[config.mk]
export PLATFORM = sky130hd
export DESIGN_NAME = bcd_scan_display_flat
export DESIGN_NICKNAME = d
export VERILOG_FILES = /design/src/rtl/bcd_scan_display_pkg.sv /design/src/rtl/bcd_scan_display_if.sv /design/src/rtl/bcd_scan_display_seg7_decode.sv /design/src/rtl/bcd_scan_display.sv /design/src/flat_wrapper.sv
export SDC_FILE = /design/constraint.sdc
export NUM_CORES = 1
export LEC_CHECK = 0
export ABC_AREA = 1
export CORE_MARGIN = 5
export CORE_UTILIZATION = 30
export DETAILED_ROUTE_END_ITERATION = 8
export GPL_ROUTABILITY_DRIVEN = 0
export PLACE_DENSITY = 0.44
export SYNTH_ARGS = -nofsm -noshare
export SYNTH_HDL_FRONTEND = slang
export SYNTH_HIERARCHICAL = 1
export SYNTH_SLANG_ARGS = --single-unit
[constraint.sdc]
create_clock -name CLK -period 6.45 [get_ports CLK]
set_input_delay 1.29 -clock CLK [delete_from_list [all_inputs] [get_ports CLK]]
set_output_delay 1.29 -clock CLK [all_outputs]
set_load 0.05 [all_outputs]
[src/rtl/bcd_scan_display_pkg.sv]
// Shared constants for the BCD scan display: FSM state encodings,
// 7-segment patterns ({g,f,e,d,c,b,a}, active high) and the add-3 threshold.
package bcd_scan_display_pkg;

    localparam logic [0:0] ST_IDLE = 1'b0;
    localparam logic [0:0] ST_CONV = 1'b1;

    localparam logic [6:0] SEG_0     = 7'h3F;
    localparam logic [6:0] SEG_1     = 7'h06;
    localparam logic [6:0] SEG_2     = 7'h5B;
    localparam logic [6:0] SEG_3     = 7'h4F;
    localparam logic [6:0] SEG_4     = 7'h66;
    localparam logic [6:0] SEG_5     = 7'h6D;
    localparam logic [6:0] SEG_6     = 7'h7D;
    localparam logic [6:0] SEG_7     = 7'h07;
    localparam logic [6:0] SEG_8     = 7'h7F;
    localparam logic [6:0] SEG_9     = 7'h6F;
    localparam logic [6:0] SEG_DASH  = 7'h40;
    localparam logic [6:0] SEG_BLANK = 7'h00;

    // A BCD nibble at or above this value gets +3 before each shift.
    localparam logic [3:0] ADD3_THRESH = 4'd5;

endpackage

[src/rtl/bcd_scan_display_if.sv]
// Signal bundle between the count source/display consumer and the BCD scan display.
interface bcd_scan_display_if #(
    parameter int WIDTH  = 16,
    parameter int DIGITS = 4
);
    logic                  EN;
    logic [WIDTH-1:0]      DIN;
    logic                  BUSY;
    logic                  DONE;
    logic                  OVF;
    logic [4*DIGITS-1:0]   BCD;
    logic [6:0]            SEG;
    logic [DIGITS-1:0]     SEL;

    modport master (
        output EN, DIN,
        input  BUSY, DONE, OVF, BCD, SEG, SEL
    );

    modport slave (
        input  EN, DIN,
        output BUSY, DONE, OVF, BCD, SEG, SEL
    );
endinterface

[src/rtl/bcd_scan_display_seg7_decode.sv]
// Combinational BCD-nibble to 7-segment decoder; overflow forces a dash.
module seg7_decode
    import bcd_scan_display_pkg::*;
(
    input  logic [3:0] nibble,
    input  logic       ovf,
    output logic [6:0] seg
);

    // Map one digit to its segment pattern; non-decimal nibbles blank.
    always_comb begin
        seg = SEG_BLANK;
        if (ovf) begin
            seg = SEG_DASH;
        end else begin
            case (nibble)
                4'd0:    seg = SEG_0;
                4'd1:    seg = SEG_1;
                4'd2:    seg = SEG_2;
                4'd3:    seg = SEG_3;
                4'd4:    seg = SEG_4;
                4'd5:    seg = SEG_5;
                4'd6:    seg = SEG_6;
                4'd7:    seg = SEG_7;
                4'd8:    seg = SEG_8;
                4'd9:    seg = SEG_9;
                default: seg = SEG_BLANK;
            endcase
        end
    end

endmodule

[src/rtl/bcd_scan_display.sv]
// Serial double-dabble binary-to-BCD converter driving a multiplexed
// 7-segment display. The display only ever shows the latched result.
module bcd_scan_display
    import bcd_scan_display_pkg::*;
#(
    parameter int WIDTH    = 16,
    parameter int DIGITS   = 4,
    parameter int SCAN_DIV = 1024
) (
    input  logic               CLK,
    input  logic               RST,
    bcd_scan_display_if.slave  bus
);

    localparam int SW     = 4 * (DIGITS + 1);
    localparam int STEP_W = $clog2(WIDTH + 1);
    localparam int PW     = (SCAN_DIV > 2) ? $clog2(SCAN_DIV) : 1;
    localparam int IW     = (DIGITS > 1) ? $clog2(DIGITS) : 1;
    localparam logic [DIGITS-1:0] SEL_ONE = {{(DIGITS-1){1'b0}}, 1'b1};

    logic [0:0]          state_q, state_d;
    logic [WIDTH-1:0]    sreg_q, sreg_d;
    logic [SW-1:0]       scratch_q, scratch_d;
    logic [SW-1:0]       adj;
    logic [STEP_W-1:0]   step_q, step_d;
    logic [4*DIGITS-1:0] bcd_q, bcd_d;
    logic                ovf_q, ovf_d;
    logic                done_q, done_d;

    logic [PW-1:0]       presc_q, presc_d;
    logic [IW-1:0]       idx_q, idx_d;
    logic [DIGITS-1:0]   sel_q, sel_d;
    logic [6:0]          seg_q, seg_d;
    logic [3:0]          digit;

    // Conversion FSM: accept in IDLE, then one add-3/shift step per clock.
    always_comb begin
        state_d   = state_q;
        sreg_d    = sreg_q;
        scratch_d = scratch_q;
        step_d    = step_q;
        bcd_d     = bcd_q;
        ovf_d     = ovf_q;
        done_d    = 1'b0;
        adj       = scratch_q;
        case (state_q)
            ST_IDLE: begin
                if (bus.EN) begin
                    sreg_d    = bus.DIN;
                    scratch_d = '0;
                    step_d    = '0;
                    state_d   = ST_CONV;
                end
            end
            ST_CONV: begin
                for (int i = 0; i < DIGITS + 1; i++) begin
                    if (scratch_q[4*i +: 4] >= ADD3_THRESH) begin
                        adj[4*i +: 4] = scratch_q[4*i +: 4] + 4'd3;
                    end
                end
                {scratch_d, sreg_d} = {adj[SW-2:0], sreg_q, 1'b0};
                step_d = step_q + STEP_W'(1);
                if (step_q == STEP_W'(WIDTH - 1)) begin
                    bcd_d   = scratch_d[4*DIGITS-1:0];
                    ovf_d   = (scratch_d[SW-1 -: 4] != 4'd0);
                    done_d  = 1'b1;
                    state_d = ST_IDLE;
                end
            end
            default: state_d = ST_IDLE;
        endcase
    end

    // Control and result registers, cleared by the asynchronous reset.
    always_ff @(posedge CLK or negedge RST) begin
        if (!RST) begin
            state_q <= ST_IDLE;
            bcd_q   <= '0;
            ovf_q   <= 1'b0;
            done_q  <= 1'b0;
        end else begin
            state_q <= state_d;
            bcd_q   <= bcd_d;
            ovf_q   <= ovf_d;
            done_q  <= done_d;
        end
    end

    // Conversion datapath registers; always loaded on accept, so no reset needed.
    always_ff @(posedge CLK) begin
        sreg_q    <= sreg_d;
        scratch_q <= scratch_d;
        step_q    <= step_d;
    end

    // Free-running scan prescaler and digit index; SEL/SEG follow the index.
    always_comb begin
        presc_d = presc_q + PW'(1);
        idx_d   = idx_q;
        if (presc_q == PW'(SCAN_DIV - 1)) begin
            presc_d = '0;
            idx_d   = (idx_q == IW'(DIGITS - 1)) ? '0 : idx_q + IW'(1);
        end
        digit = bcd_q[4*idx_q +: 4];
        sel_d = SEL_ONE << idx_q;
    end

    seg7_decode u_seg7_decode (
        .nibble (digit),
        .ovf    (ovf_q),
        .seg    (seg_d)
    );

    // Scan registers; SEL and SEG update on the same edge.
    always_ff @(posedge CLK or negedge RST) begin
        if (!RST) begin
            presc_q <= '0;
            idx_q   <= '0;
            sel_q   <= SEL_ONE;
            seg_q   <= SEG_0;
        end else begin
            presc_q <= presc_d;
            idx_q   <= idx_d;
            sel_q   <= sel_d;
            seg_q   <= seg_d;
        end
    end

    assign bus.BUSY = (state_q == ST_CONV);
    assign bus.DONE = done_q;
    assign bus.OVF  = ovf_q;
    assign bus.BCD  = bcd_q;
    assign bus.SEL  = sel_q;
    assign bus.SEG  = seg_q;

endmodule
[src/flat_wrapper.sv]
// flat-port wrapper written by rule: the top's interface ports become plain ports
module bcd_scan_display_flat import bcd_scan_display_pkg::*;
#(
    parameter int WIDTH    = 16,
    parameter int DIGITS   = 4,
    parameter int SCAN_DIV = 1024
)
  (CLK, RST, bus_EN, bus_DIN, bus_BUSY, bus_DONE, bus_OVF, bus_BCD, bus_SEG, bus_SEL);
  bcd_scan_display_if #(.WIDTH(WIDTH), .DIGITS(DIGITS)) bus_i ();
  input  logic CLK;
  input  logic RST;
  input wire logic [$bits(bus_i.EN)-1:0] bus_EN;
  input wire logic [$bits(bus_i.DIN)-1:0] bus_DIN;
  output wire logic [$bits(bus_i.BUSY)-1:0] bus_BUSY;
  output wire logic [$bits(bus_i.DONE)-1:0] bus_DONE;
  output wire logic [$bits(bus_i.OVF)-1:0] bus_OVF;
  output wire logic [$bits(bus_i.BCD)-1:0] bus_BCD;
  output wire logic [$bits(bus_i.SEG)-1:0] bus_SEG;
  output wire logic [$bits(bus_i.SEL)-1:0] bus_SEL;
  assign bus_i.EN = bus_EN;
  assign bus_i.DIN = bus_DIN;
  assign bus_BUSY = bus_i.BUSY;
  assign bus_DONE = bus_i.DONE;
  assign bus_OVF = bus_i.OVF;
  assign bus_BCD = bus_i.BCD;
  assign bus_SEG = bus_i.SEG;
  assign bus_SEL = bus_i.SEL;
  bcd_scan_display #(.WIDTH(WIDTH), .DIGITS(DIGITS), .SCAN_DIV(SCAN_DIV)) u_core (.CLK(CLK), .RST(RST), .bus(bus_i));
endmodule
==> run summary, run 1 <==
WORST SETUP PATH
-----------------------------------------------------------------------------------------------
Kind of capture point of the worst setup path                                      primary output
Highest fanout seen on the critical path                                                     23
CP Depth                                                                                      1
Endpoint required time on the critical path                                             5160 ps
Crit. Startpoint                                                                   u_core/bus.BUSY
Slowest cell on the critical path                                                  clkdlybuf4s50_1
Kind of cell adding the most delay to the critical path                            buffers and inverters
Source of the worst register-to-register timing path                               u_core/bus.BUSY
Crit path buf inv count                                                                       1
Crit start category                                                                    register
Crit path largest cell delay                                                             930 ps
Category of the critical setup timing path                                              reg2out
Worst path cell trace                                                              clkdlybuf4s50_1
Worst Reg-to-Reg Cells                                                                        3
Arrival time at the worst endpoint                                                      2050 ps

ROUTING
-----------------------------------------------------------------------------------------------
Post-detailed-route via-to-cell ratio                                                      4.32
Average wire per cell in the routed design                                              12.4 um
Final antenna-violating net count                                                             0
First-iteration detailed-routing DRC count                                                  157
TritonRoute pass-1 iters                                                                      4
Number of DRC violations after detailed routing                                               0
Vias post-DR                                                                               2871
DRT Wirelength                                                                          8240 um

CLOCK NETWORK
-----------------------------------------------------------------------------------------------
Clock input transition at the sequential cells of the worst setup and hold paths          70 ps
Clock buffer count from CTS                                                                   9
H-tree Lvls                                                                                   3
Clock root buffer                                                                     clkbuf_16
Number of hold-repair buffers added at the cts stage                                          0
Buffer depth of the longest clock path                                                        2
CTS tree                                                                                    yes
Source-to-sink clock delay at the later pin of the worst-skew pair                       340 ps
Total number of clock tree sinks                                                             83
CTS resizes                                                                                   0
Number of post-CTS setup repair buffers                                                       0

SYNTHESIS
-----------------------------------------------------------------------------------------------
Post-Synthesis Net Count                                                                    473
Synth area leader                                                                      edfxtp_1
Cell count after synthesis                                                                  432
Leading cell types by total area after synthesis                                   edfxtp_1 31%, dfrtp_1 22%, nand2_1 11%
Count of yosys warnings during synthesis                                                      6
Average cell area after synthesis                                                      9.32 um2
Proportion of netlist area held by the largest area contributor                           30.6%
Area of the mapped netlist                                                          0.00403 mm2
Share of the yosys chip area belonging to registers                                       56.9%
Post-synthesis sequential element count                                                      83
Number of unique standard cell types used by synthesis                                       28

PWR
-----------------------------------------------------------------------------------------------
Internal Dissipation                                                                  0.00146 W
Leak pwr                                                                                2.32 nW
VDD IR-drop max                                                                        0.146 mV
Sequential share of power                                                                 38.7%
Share of total power consumed by net switching                                            40.7%
Relative contribution of combinational cells to total power                               40.5%
Power density over cell area                                                         493 mW/mm2
Net load switching power                                                              0.00100 W
Clk network pwr share                                                                     20.7%

PLACEMENT
-----------------------------------------------------------------------------------------------
Placed standard-cell area                                                           0.00470 mm2
Hpwl dp                                                                                 5900 um
Post-placement cell count                                                                   649
I/O Buffers                                                                                  48

GRT
-----------------------------------------------------------------------------------------------
Global routing usage on met2                                                              16.4%
Overall overflow remaining after global route                                                 0
GRT Total Usage                                                                           10.7%
Global routing usage on met3                                                              3.60%
Number of antenna violations at the first check in global routing                             0
Global-route wire length before repair                                                 13500 um
Largest net degree at the start of global routing                                            43
Via count of the first global-routing pass                                                 2845
Gr busiest metal                                                                           met2
Met1 Usage GRT                                                                            13.9%

FLOORPLANNING
-----------------------------------------------------------------------------------------------
Number of rows in the core area                                                              42
Horizontal die dimension                                                                 126 um
Total die area                                                                       0.0158 mm2
Count of pins on the block boundary                                                          49
Initial core utilization                                                                  30.5%
CORE AREA                                                                            0.0132 mm2
Die H                                                                                    126 um

STA
-----------------------------------------------------------------------------------------------
Post-Route Hold Slack                                                                    477 ps
Clock period minus final worst setup slack                                              3340 ps
Count of endpoints failing setup in the final report                                          0
Clk_skew                                                                                10.3 ps
Number of pins exceeding their max-slew limit in the final report                             0
RSZ-0062 raised after global routing                                                         no
Max Clock Freq                                                                          299 MHz
Final Hold Vio Count                                                                          0
Setup TNS Final                                                                            0 ps
Rel. slew slack                                                                           34.9%
Slew at the pin closest to its max-slew limit                                            977 ps
Period Utilization, post-route                                                            51.8%

FINISH
-----------------------------------------------------------------------------------------------
Layout-stage area growth over the synthesis result                                        24.2%
Count of placed standard cells in the final layout, fillers left out                        665
NumNets Final                                                                               525
Fraction of layout cells with a size suffix above 1                                       7.98%
Number of inserted diodes                                                                     0
Design Area, Final                                                                  0.00500 mm2

STATUS
-----------------------------------------------------------------------------------------------
Outcome                                                                               completed

WORST HOLD PATH
-----------------------------------------------------------------------------------------------
Worst hold path startpoint                                                         u_core/sreg_q[15]
Worst hold path stage count                                                                   2
Class of the tightest hold or removal check                                             reg2reg

JOB
-----------------------------------------------------------------------------------------------
Maximum Capacitance Violations                                                                0

-- cells in the mapped netlist, drive strengths merged --
library cell    n
nand2         121
nor2           61
inv            55
edfxtp         41
o21ai          38
dfrtp          35
ha             22
nand3          13
xor2           11
dfstp           7
clkbuf          6
buf             4
nand4           4
o22ai           4
a21oi           3
nor3            2
clkinv          1
o21a            1
o21bai          1
o31ai           1
xnor2           1
-- state kept, by name, indices dropped and copies added (netlist names) --
register,flops
u_core/bus.BUSY,1
u_core/bus.BCD,16
u_core/idx_q,2
u_core/bus.DONE,1
u_core/bus.SEL,4
u_core/bus.OVF,1
u_core/bus.SEG,7
u_core/presc_q,10
u_core/step_q,5
u_core/sreg_q,16
u_core/scratch_q,20
-- area by class of cell --
cell class | instances | area, um2
clock inverters | 5 | 53.8
clock buffers | 11 | 243
inverters | 56 | 210
fillers | 1329 | 8190
flip-flops and latches | 83 | 2290
well taps | 176 | 220
multi-input cells | 283 | 1480
repair buffers | 51 | 498
-- power groups by stage --
stage / Clock (W) / Sequential (W) / Combinational [W]
floorplan: 0 / 0.00113 / 0.000526
global route: 0.000553 / 0.000982 / 0.00112
finish: 0.000511 / 0.000954 / 0.000999
detailed placement: 0 / 0.000967 / 0.00101
CTS: 0.000532 / 0.000959 / 0.00102
global placement: 0 / 0.000964 / 0.00100
-- cell families (layout without fill, tap and decap cells) --
family | after synthesis | count (layout) | share of synthesized area, %
adder cells (fa/ha/maj) | 22 | 22 | 6.84
AND/OR/NAND/NOR | 201 | 201 | 21.0
XOR/XNOR | 12 | 12 | 2.61
flip-flops | 83 | 83 | 56.9
AO/OA/AOI/OAI | 48 | 48 | 6.37
buffers and inverters | 66 | 123 | 6.28
-- routing by layer --
| metal | up-vias | part of all wire (%) |
|---|---|---|
| met5 | - | 0 |
| met4 | 0 | 1.8 |
| met3 | 12 | 4.2 |
| met2 | 54 | 45 |
| met1 | 1322 | 49 |
| li1 | 1483 | - |
-- metrics by stage --
| stage | setup WS (ps) | total power [W] | utilization, % |
|---|---|---|---|
| after floorplan | 3850 | 0.00165 | - |
| after global placement | 3310 | 0.00197 | 35.6 |
| after detailed placement | 3270 | 0.00198 | 35.6 |
| after CTS | 3050 | 0.00251 | 37.9 |
| after global routing | 2980 | 0.00266 | 37.9 |
| final | 3110 | 0.00246 | 37.9 |
-- cells in the final DEF, fill, tap and decap left out, drive strengths merged --
master,n
nand2,121
nor2,61
inv,55
clkdlybuf4s50,47
edfxtp,41
o21ai,38
dfrtp,35
ha,22
nand3,13
xor2,11
clkbuf,11
dfstp,7
o22ai,4
nand4,4
buf,4
a21oi,3
clkinv,3
clkinvlp,2
nor3,2
bufinv,1
o21bai,1
o31ai,1
xnor2,1
o21a,1
-- path summary, 6_finish.rpt --
kind | endpoint | slack, ps
worst max-delay path | bus_BUSY | 3110
worst min register to register | u_core/bus.BCD[0] | 480
max in group asynchronous | u_core/bus.BCD[14] | 4730
worst min-delay path | u_core/bus.BCD[0] | 480
worst max register to register | u_core/scratch_q[6] | 4190
min in group asynchronous | u_core/presc_q[4] | 1110
(Power assumes the default switching activity.)
==> inputs of run 2 (changes only) <==
Clock period 6.45 ns to 3.4 ns, I/O delays scaled along.
==> run 2 against run 1 <==
Count of clock-buffer cells in the layout shrank 2. Global-route usage up 0.57 points. Setup slack got worse by 2000 ps. Largest cell class unchanged. Largest power group unchanged. Highest routed layer unchanged.
==> run summary, run 2 (synthesis results as in run 1) <==
FINISH
-----------------------------------------------------------------------------------------------
NumNets Final                                                                               526
Leading cell type in the layout, fill and taps excluded                                 nand2_1
Fraction of layout cells with a size suffix above 1                                       8.57%
Top library cells by usage in the layout, fill and taps aside                      117 x nand2_1, 57 x nor2_1, 52 x inv_1, 47 x clkdlybuf4s50_1, 41 x edfxtp_1
Filler Cell Count                                                                          1337
Max reg flops                                                                                20
Core utilization of the finished layout                                                   38.5%
Layout-stage area growth over the synthesis result                                        26.0%
Register containing the most flip-flops in the final layout                        u_core/scratch_q
Number of inserted diodes                                                                     0
Total area of sequential cells                                                      0.00229 mm2
Area used by multi-input combinational logic                                        0.00148 mm2

GRT
-----------------------------------------------------------------------------------------------
Via count of the first global-routing pass                                                 2900
Overall overflow remaining after global route                                                 0
GRT Total Usage                                                                           11.2%
Largest net degree at the start of global routing                                            43
Global routing usage on met2                                                              18.0%
Global-route wire length before repair                                                 14200 um
Gr busiest metal                                                                           met2
Number of antenna violations at the first check in global routing                             0
Met1 Usage GRT                                                                            14.4%
Global routing usage on met3                                                              3.85%

WORST SETUP PATH
-----------------------------------------------------------------------------------------------
Kind of capture point of the worst setup path                                      primary output
Crit start category                                                                    register
Highest fanout seen on the critical path                                                      1
Crit path largest cell delay                                                             800 ps
Arrival time at the worst endpoint                                                      1640 ps
Worst path cell trace                                                              clkdlybuf4s50_1
Slowest cell on the critical path                                                  clkdlybuf4s50_1
Crit path buf inv count                                                                       1
Kind of cell adding the most delay to the critical path                            buffers and inverters
Endpoint required time on the critical path                                             2720 ps
Category of the critical setup timing path                                              reg2out

CLOCK NETWORK
-----------------------------------------------------------------------------------------------
Total number of clock tree sinks                                                             83
Clock input transition at the sequential cells of the worst setup and hold paths          60 ps
Number of hold-repair buffers added at the cts stage                                          0
Number of post-CTS setup repair buffers                                                       0
CTS resizes                                                                                   0
Source-to-sink clock delay at the later pin of the worst-skew pair                       340 ps
Buffer depth of the longest clock path                                                        2
Clock root buffer                                                                     clkbuf_16
Clock buffer count from CTS                                                                   9
CTS tree                                                                                    yes
H-tree Lvls                                                                                   3

PWR
-----------------------------------------------------------------------------------------------
Leak pwr                                                                                2.37 nW
VDD IR-drop max                                                                        0.261 mV
Power density over cell area                                                         968 mW/mm2

PLACEMENT
-----------------------------------------------------------------------------------------------
Hpwl dp                                                                                 6050 um
Pre-CTS setup slack                                                                     1240 ps
I/O Buffers                                                                                  48

STA
-----------------------------------------------------------------------------------------------
Fin worst setup slack                                                                   1080 ps
Clk_skew                                                                                10.8 ps
Post-Route Hold Slack                                                                    477 ps
Max Clock Freq                                                                          430 MHz
Number of pins exceeding their max-slew limit in the final report                             0
Final Hold Vio Count                                                                          0
Setup TNS Final                                                                            0 ps
Rel. slew slack                                                                           38.6%
Period Utilization, post-route                                                            68.3%
Slew at the pin closest to its max-slew limit                                            918 ps
RSZ-0062 raised after global routing                                                         no
Clock period minus final worst setup slack                                              2320 ps
Count of endpoints failing setup in the final report                                          0

FLOORPLANNING
-----------------------------------------------------------------------------------------------
Initial core utilization                                                                  30.5%
Die H                                                                                    126 um
Horizontal die dimension                                                                 126 um
Count of pins on the block boundary                                                          49
Total die area                                                                       0.0158 mm2
CORE AREA                                                                            0.0132 mm2
Number of rows in the core area                                                              42

ROUTING
-----------------------------------------------------------------------------------------------
Number of DRC violations after detailed routing                                               0
Vias post-DR                                                                               2874
Final antenna-violating net count                                                             0
First-iteration detailed-routing DRC count                                                  217
Average wire per cell in the routed design                                              12.5 um
Post-detailed-route via-to-cell ratio                                                      4.32
DRT Wirelength                                                                          8350 um
TritonRoute pass-1 iters                                                                      4

STATUS
-----------------------------------------------------------------------------------------------
Outcome                                                                               completed

JOB
-----------------------------------------------------------------------------------------------
Maximum Capacitance Violations                                                                0

WORST HOLD PATH
-----------------------------------------------------------------------------------------------
Class of the tightest hold or removal check                                            in2async

run 2: changes by cell type in the layout (fill, tap and decap cells not counted), sizes merged:
cell / change
bufinv: +3
inv: +1
clkbuf: -2
clkinvlp: -2
buf: +1
run 2: cell type report:
cell class / count / share of cell area (%)
clock buffer: 9 / 4.44
inverter: 56 / 4.14
tap: 176 / 4.34
multi-input combinational: 283 / 29.2
sequential: 83 / 45.2
timing repair buffer: 52 / 9.97
clock inverter: 7 / 2.74
run 2: metal layers:
metal / part of all wire [%] / routed length, um / vias up
met5: 0 / 0 / -
met4: 0.48 / 40 / 0
met3: 3.8 / 315 / 4
met2: 48 / 3990 / 46
met1: 48 / 4000 / 1340
li1: - / - / 1484
run 2: path summary, 6_finish.rpt:
path | start | end | slack (ps) | depth (start not counted)
setup / recovery | u_core/bus.SEL[0] | bus_SEL[0] | 1080 | 1
hold / removal | RST | u_core/presc_q[4] | 480 | 1
setup reg to reg | u_core/step_q[0] | u_core/bus.OVF | 1270 | 8
hold reg to reg | u_core/sreg_q[15] | u_core/bus.BCD[0] | 480 | 2
max in group asynchronous | RST | u_core/bus.BCD[7] | 2350 | 1
min in group CLK | u_core/sreg_q[15] | u_core/bus.BCD[0] | 480 | 2
run 2: per-stage QoR:
step | instances | area [um2] | total power, W
finish | 666 | 5070 | 0.00491
global route | 666 | 5070 | 0.00531
CTS | 666 | 5070 | 0.00499
detailed placement | 650 | 4710 | 0.00377
global placement | 650 | 4710 | 0.00374
floorplan | 432 | 4030 | 0.00313
run 2: power by group:
group / leakage, nW / internal, W / switching [W] / total, W
registers: 0.959 / 0.00157 / 0.000225 / 0.00179
logic: 1.23 / 0.000629 / 0.00130 / 0.00193
clock network: 0.180 / 0.000792 / 0.000397 / 0.00119
total: 2.37 / 0.00299 / 0.00193 / 0.00491
